$ cat src/rtl/rf_dump_pkg.sv
// Shared definitions for the register-file dump reader and the register file
// it sits beside: default widths and the dump FSM state encoding.
package rf_dump_pkg;

  // Default register index and data widths, shared with regfile.
  localparam int RF_AW    = 3;
  localparam int RF_WIDTH = 16;

  // Dump sequencer states (2-bit encoding).
  typedef enum logic [1:0] {
    S_IDLE = 2'd0,
    S_READ = 2'd1,
    S_HOLD = 2'd2,
    S_FIN  = 2'd3
  } dump_state_t;

endpackage

$ cat src/rtl/regfile_dump.sv
// Sequential reader for the register file. A start pulse walks the read
// index from 0 to NREG-1, captures the combinational regfile output for each
// register and presents it on a valid/ready stream tagged with its index.
// The register file is only read, never written.
module regfile_dump
  import rf_dump_pkg::*;
#(
  parameter int NREG  = 8,
  parameter int AW    = RF_AW,
  parameter int WIDTH = RF_WIDTH
) (
  input  logic             clk,
  input  logic             reset,
  input  logic             start_i,
  output logic [AW-1:0]    readnum_o,
  input  logic [WIDTH-1:0] rf_data_i,
  output logic [WIDTH-1:0] dout_o,
  output logic [AW-1:0]    dout_idx_o,
  output logic             dout_valid_o,
  input  logic             dout_ready_i,
  output logic             busy_o,
  output logic             done_o
);

  // Index of the last register walked; NREG is a power of two no larger
  // than 2**AW, so this always fits in AW bits and idx never wraps.
  localparam logic [AW-1:0] LAST_IDX = AW'(NREG - 1);

  dump_state_t      state_q;
  logic [AW-1:0]    idx_q;
  logic [WIDTH-1:0] dout_q;
  logic [AW-1:0]    dout_idx_q;
  logic             dout_valid_q;
  logic             done_q;

  // Dump sequencer: state, index counter and all registered stream outputs.
  // NOTE: every register here is assigned with <= so all of them update from
  // the same pre-edge values; a blocking '=' would let later lines see
  // already-updated state and silently reorder the pipeline.
  always_ff @(posedge clk or posedge reset) begin
    if (reset) begin
      state_q      <= S_IDLE;
      idx_q        <= '0;
      dout_q       <= '0;
      dout_idx_q   <= '0;
      dout_valid_q <= 1'b0;
      done_q       <= 1'b0;
    end else begin
      done_q <= 1'b0;
      case (state_q)
        S_IDLE: begin
          if (start_i) begin
            idx_q   <= '0;
            state_q <= S_READ;
          end
        end
        S_READ: begin
          // readnum has been stable for a full cycle: take the snapshot.
          dout_q       <= rf_data_i;
          dout_idx_q   <= idx_q;
          dout_valid_q <= 1'b1;
          state_q      <= S_HOLD;
        end
        S_HOLD: begin
          // Word is held unchanged until the consumer takes it.
          if (dout_ready_i) begin
            dout_valid_q <= 1'b0;
            if (idx_q == LAST_IDX) begin
              done_q  <= 1'b1;
              state_q <= S_FIN;
            end else begin
              idx_q   <= idx_q + AW'(1);
              state_q <= S_READ;
            end
          end
        end
        S_FIN: begin
          // Park the read port back on register 0 for IDLE.
          idx_q   <= '0;
          state_q <= S_IDLE;
        end
        default: begin
          state_q <= S_IDLE;
        end
      endcase
    end
  end

  // Outputs come straight from registers or from the state alone, so there
  // is no combinational path from dout_ready to dout_valid.
  assign readnum_o    = idx_q;
  assign dout_o       = dout_q;
  assign dout_idx_o   = dout_idx_q;
  assign dout_valid_o = dout_valid_q;
  assign done_o       = done_q;
  assign busy_o       = (state_q != S_IDLE);

endmodule

$ cat config.mk
export PLATFORM = sky130hd
export DESIGN_NAME = regfile_dump
export DESIGN_NICKNAME = d
export VERILOG_FILES = /design/src/rtl/rf_dump_pkg.sv /design/src/rtl/regfile_dump.sv
export SDC_FILE = /design/constraint.sdc
export NUM_CORES = 1
export LEC_CHECK = 0
export CAP_MARGIN = 20
export CORE_ASPECT_RATIO = 1.25
export CORE_MARGIN = 2
export CORE_UTILIZATION = 41
export CTS_CLUSTER_DIAMETER = 60
export DETAILED_ROUTE_END_ITERATION = 12
export GPL_TIMING_DRIVEN = 1
export MAX_ROUTING_LAYER = met4
export PLACE_DENSITY = 0.78
export SLEW_MARGIN = 10
export SYNTH_ARGS = -nofsm -noshare
export SYNTH_HDL_FRONTEND = slang
export SYNTH_SLANG_ARGS = --single-unit
$ cat constraint.sdc
create_clock -name clk -period 1.69 [get_ports clk]
set_clock_uncertainty 0.1 [all_clocks]
set_input_delay 0.2535 -clock clk [delete_from_list [all_inputs] [get_ports clk]]
set_output_delay 0.2535 -clock clk [all_outputs]
set_load 0.01 [all_outputs]
=== Word-level counts from Yosys, hierarchy flattened ===
Index checks and enable logic that the tools add are counted.

* Flip-flop bits (word level): 26
* Input port bits: 20
* Output and inout port bits: 25
* Word-level logic and storage cells: 34

* Add/sub/neg operators: 1
* Equal/unequal tests: 7
* Mux-type cells: 13
* Reduce and logical (&&, ||, !) cells: 7

{| class="wikitable"
|+ Operators by type and width
! operator !! number
|-
| $mux 3 || 3
|-
| $pmux 3 s3 || 1
|-
| $pmux 2 s4 || 1
|-
| $mux 2 || 3
|-
| $ne 2x2->1 const B || 3
|-
| $eq 2x2->1 const B || 2
|-
| $mux 1 || 4
|-
| $reduce_and 2->1 || 2
|-
| $reduce_and 4->1 || 1
|-
| $reduce_bool 2->1 || 2
|-
| $add 3x1->3 const B || 1
|-
| $eq 3x3->1 const B || 1
|-
| $reduce_bool 3->1 || 1
|-
| $eq 2x1->1 const B || 1
|-
| $logic_not 2->1 || 1
|-
| $pmux 1 s2 || 1
|}

=== Depth between registers and ports, before layout ===
* Depth in word-level cells: 4
* Mapped depth: 5
* Gate-level depth less buffers: 5

=== Worst setup path after synthesis ===
Ideal clock, no wire load.

* Path kind: register to register
* From: register idx_q[0] (netlist: readnum_o[0])
* To: register idx_q[0] (netlist: readnum_o[0])
* Library setup time: 0.120 ns
* Data arrival time: 1.318 ns
* Data required time: 1.470 ns
* Setup slack: 0.152 ns
* Stages on the path, launching flop included: 6
* Buffers on the path: 0
* Period minus slack after synthesis: 1.538 ns
* Cell sequence: dfrtp_1 -> ha_1 -> ha_1 -> and4bb_2 -> nor2b_1 -> a31o_2

* Longest elaborated chain between the ends: 4
* Elaborated cells on any way between the ends: 7
* Those cells by class: add/sub: 1; eq/ne: 2; mux: 3; reduce/logical: 1

{| class="wikitable"
|+ Ends and longest elaborated chain
! item !! RTL line !! RTL
|-
| start, declared || regfile_dump.sv:30 || <nowiki>logic [AW-1:0] idx_q;</nowiki>
|-
| start signal, assigned || regfile_dump.sv:72 || <nowiki>idx_q <= idx_q + AW'(1);</nowiki>
|-
| $add 3x1->3 || regfile_dump.sv:72 ||
|-
| $mux 3 || regfile_dump.sv:68 || <nowiki>if (idx_q == LAST_IDX) begin</nowiki>
|-
| $mux 3 || regfile_dump.sv:66 || <nowiki>if (dout_ready_i) begin</nowiki>
|-
| $pmux 3 s3 || regfile_dump.sv:50 || <nowiki>case (state_q)</nowiki>
|}

Parallel ways exist; a longest one is shown, timed or not. The select of a mux whose other input is x is not followed.
A chain may end at the register's enable or synchronous reset.

=== Worst setup path in the final report ===
* From: register state_q[0]
* To: output port busy_o

* Longest elaborated chain between the ends: 1

{| class="wikitable"
|+ Ends and longest elaborated chain
! item !! RTL line !! RTL
|-
| start, declared || regfile_dump.sv:29 || <nowiki>dump_state_t state_q;</nowiki>
|-
| start signal, assigned || regfile_dump.sv:42 || <nowiki>state_q <= S_IDLE;</nowiki>
|-
| start signal, assigned || regfile_dump.sv:54 || <nowiki>state_q <= S_READ;</nowiki>
|-
| start signal, assigned || regfile_dump.sv:62 || <nowiki>state_q <= S_HOLD;</nowiki>
|-
| $reduce_bool 2->1 || regfile_dump.sv:96 || <nowiki>assign busy_o = (state_q != S_IDLE);</nowiki>
|-
| end, declared || regfile_dump.sv:21 || <nowiki>output logic busy_o,</nowiki>
|}

Every way passes these cells.

==> flow_metrics.env <==
export IMPL_worst_path_buf_inv=1
export IMPL_max_stage_delay_ns=0.41
export IMPL_synth_nets=90
export IMPL_finalSetupViolations=0
export IMPL_wl_per_cell_um=13.9
export IMPL_fillers=201
export IMPL_grt_pass1_wl_um=3380
export IMPL_cp_required_ns=1.34
export IMPL_stdcell_count=153
export IMPL_utilization_pct=65.5
export IMPL_initialDrtViolationCount=24
export IMPL_hold_violations=0
export IMPL_cts_made_buffers=3
export IMPL_fin_crit_sh_pct=97.8
export IMPL_power_total_w=0.00255
export IMPL_die_x_um=49.4
export IMPL_viasPerCell=4.93
export IMPL_cts_root_buf="clkbuf_4"
export IMPL_gp_congestion=0.746
export IMPL_ys_ff_latch=26
export IMPL_core_um2=2430
export IMPL_row_count=20
export IMPL_arrival_ns=1.30
export IMPL_synth_area_um2=1050
export IMPL_clk_pin_slew_ns=0.13
export IMPL_num_antenna_cells=0
export IMPL_multiInputGateArea_um2=378
export IMPL_seq_area_um2=651
export IMPL_yosys_warnings=0
export IMPL_synth_top_family_by_area="multiplexers"
export IMPL_synth_compound_area_share_pct=4.39
export IMPL_cts_sinks=26
export IMPL_fmax_ghz=0.605
export IMPL_fin_nets=144
export IMPL_dieHeight_um=60.7
export IMPL_cp_end_kind="primary output"
export IMPL_drv_cap=0
export IMPL_maxSlewHeadroom_pct=75.5
export IMPL_dp_cells=148
export IMPL_grt_max_degree=27
export IMPL_via_count=755
export IMPL_dieArea_um2=3000
export IMPL_syn_to_final_growth_pct=50.7
export IMPL_cts_hold_buf=0
export IMPL_period_needed_ns=1.65
export IMPL_yosys_area_share_simple_pct=7.83
export IMPL_min_path_type="in2async"
export IMPL_ir_drop_v=0.000923
export IMPL_gr_total_overflow=0
export IMPL_track_usage_pct=16.1
export IMPL_cts_tree="yes"
export IMPL_crit_slowest_cell="dfrtp_1"
export IMPL_drc=0
export IMPL_crit_chain="or2_2, dlygate4sd2_1"
export IMPL_crit_family="flip-flops"
export IMPL_synth_mux_area_share_pct=21.2
export IMPL_final_max_slew_violation_count=0
export IMPL_yosys_cell_types_count=20
export IMPL_drtPass1Iterations=3
export IMPL_synth_seq_area_share_pct=61.7
export IMPL_antenna_found_initial=0
export IMPL_p_leak_nw=0.725
export IMPL_synth_xor_area_share_pct=0
export IMPL_htree_num_levels=1
export IMPL_postRouteAntennaNets=0
export IMPL_worst_pin_slew_ns=0.363
export IMPL_clock_latency_ns=0.32
export IMPL_cp_max_fo=2
export IMPL_io_buffers=44
export IMPL_initial_core_util_pct=43.5
export IMPL_place_hpwl_um=1610
export IMPL_status="complete, no violations"
export IMPL_grt_pass1_vias=740
export IMPL_crit_path_start_kind="flip-flop"
export IMPL_drive_gt1_share_pct=27.5
export IMPL_synth_adder_area_share_pct=2.37
export IMPL_power_density_nw_per_um2=1610
export IMPL_avgSynthCellArea_um2=15.5
export IMPL_ios=45
export IMPL_cts_buffer_depth=2
export IMPL_hold_ws_ns=0.162
export IMPL_routed_wl_um=2130
export IMPL_netlist_instances=68
export IMPL_worstSetupPathType="reg2out"
## cells in the mapped netlist (all sizes together)
library cell,n,area [um2]
nor2b,4,32.5
a21oi,1,5.00
o21ai,1,5.00
a21o,1,7.51
mux2,19,214
inv,1,3.75
mux2i,1,10.0
and3,1,6.26
and4bb,1,12.5
or3b,1,11.3
nor2,2,7.51
nand2b,1,6.26
a32o,2,20.0
a31o,1,8.76
ha,2,25.0
or2,1,6.26
dfrtp,26,651
buf,2,22.5
## power by group
group,internal [W],total [W],switching [W]
Sequential,0.000879,0.00101,0.000133
Clock,0.0000837,0.000261,0.000178
Combinational,0.000807,0.00128,0.000472
Total,0.00177,0.00255,0.000783
## state kept, by name (all words and copies together) (netlist names)
| register | count |
|---|---|
| dout_valid_o | 1 |
| done_o | 1 |
| dout_idx_o | 3 |
| state_q | 2 |
| dout_o | 16 |
| readnum_o | 3 |
## per-layer routing
| layer | wire length [um] | vias to the layer above | GRT usage, % | share of wire (%) |
|---|---|---|---|---|
| li1 | - | 343 | - | - |
| met1 | 869 | 377 | 18.6 | 41 |
| met2 | 1090 | 31 | 26.6 | 51 |
| met3 | 116 | 4 | 1.97 | 5.5 |
| met4 | 47 | 0 | 11.0 | 2.2 |
| met5 | 0 | - | - | 0 |
## kinds of logic (layout without fill, tap and decap cells)
family / count (synthesis) / in the layout
simple gates: 11 / 11
mux: 20 / 20
fa+ha+maj: 2 / 2
flops: 26 / 26
compound gates: 6 / 6
buf+inv: 3 / 55
## tightest hold or removal path: cells and delay by family
kind,cells,cell delay (ns)
buf+inv,3,0.74
## stage by stage
step                worst slack, ns  area, um2  TNS (ns)
floorplan                     0.152       1050         0
global placement              0.107       1550         0
detailed placement           0.0866       1550         0
CTS                          0.0135       1570         0
global route               -0.00118       1590  -0.00118
finish                       0.0372       1590         0
## placed cells by master, fill, tap and decap left out
cell,instances
clkdlybuf4s50_1,41
dfrtp_1,26
mux2_2,18
buf_4,7
nor2b_1,3
clkbuf_4,3
nor2_1,2
a32o_1,2
ha_1,2
dlygate4sd2_1,2
nor2b_4,1
mux2_1,1
a21oi_1,1
or2_2,1
and3_1,1
inv_1,1
mux2i_1,1
o21ai_0,1
or3b_4,1
and4bb_2,1
a31o_2,1
nand2b_1,1
a21o_1,1
dlymetal6s2s_1,1
## worst paths after layout
| kind | from | endpoint | slack [ns] | depth (start not counted) |
|---|---|---|---|---|
| setup / recovery | state_q[0] | busy_o | 0.04 | 2 |
| hold / removal | reset | dout_o[0] | 0.16 | 3 |
| setup reg to reg | readnum_o[0] | readnum_o[2] | 0.09 | 5 |
| hold reg to reg | dout_o[15] | dout_o[15] | 0.42 | 1 |
| max in group asynchronous | reset | dout_o[12] | 1.09 | 3 |
| min in group clk | dout_o[15] | dout_o[15] | 0.42 | 1 |
## final cells by class
| type | instances | share of cell area (%) |
|---|---|---|
| Clock buffer | 3 | 1.42 |
| Tap cell | 33 | 2.60 |
| Timing Repair Buffer | 51 | 31.0 |
| Inverter | 1 | 0.236 |
| Multi-Input combinational cell | 39 | 23.8 |
| Sequential cell | 26 | 40.9 |
## timing repair
| action | CTS | global route |
|---|---|---|
| cloned | 0 | 0 |
| resized for setup | 2 | 1 |
| setup buffers | 0 | 2 |
| endpoints found under the setup margin | 2 | 4 |
(Power assumes the default switching activity.)
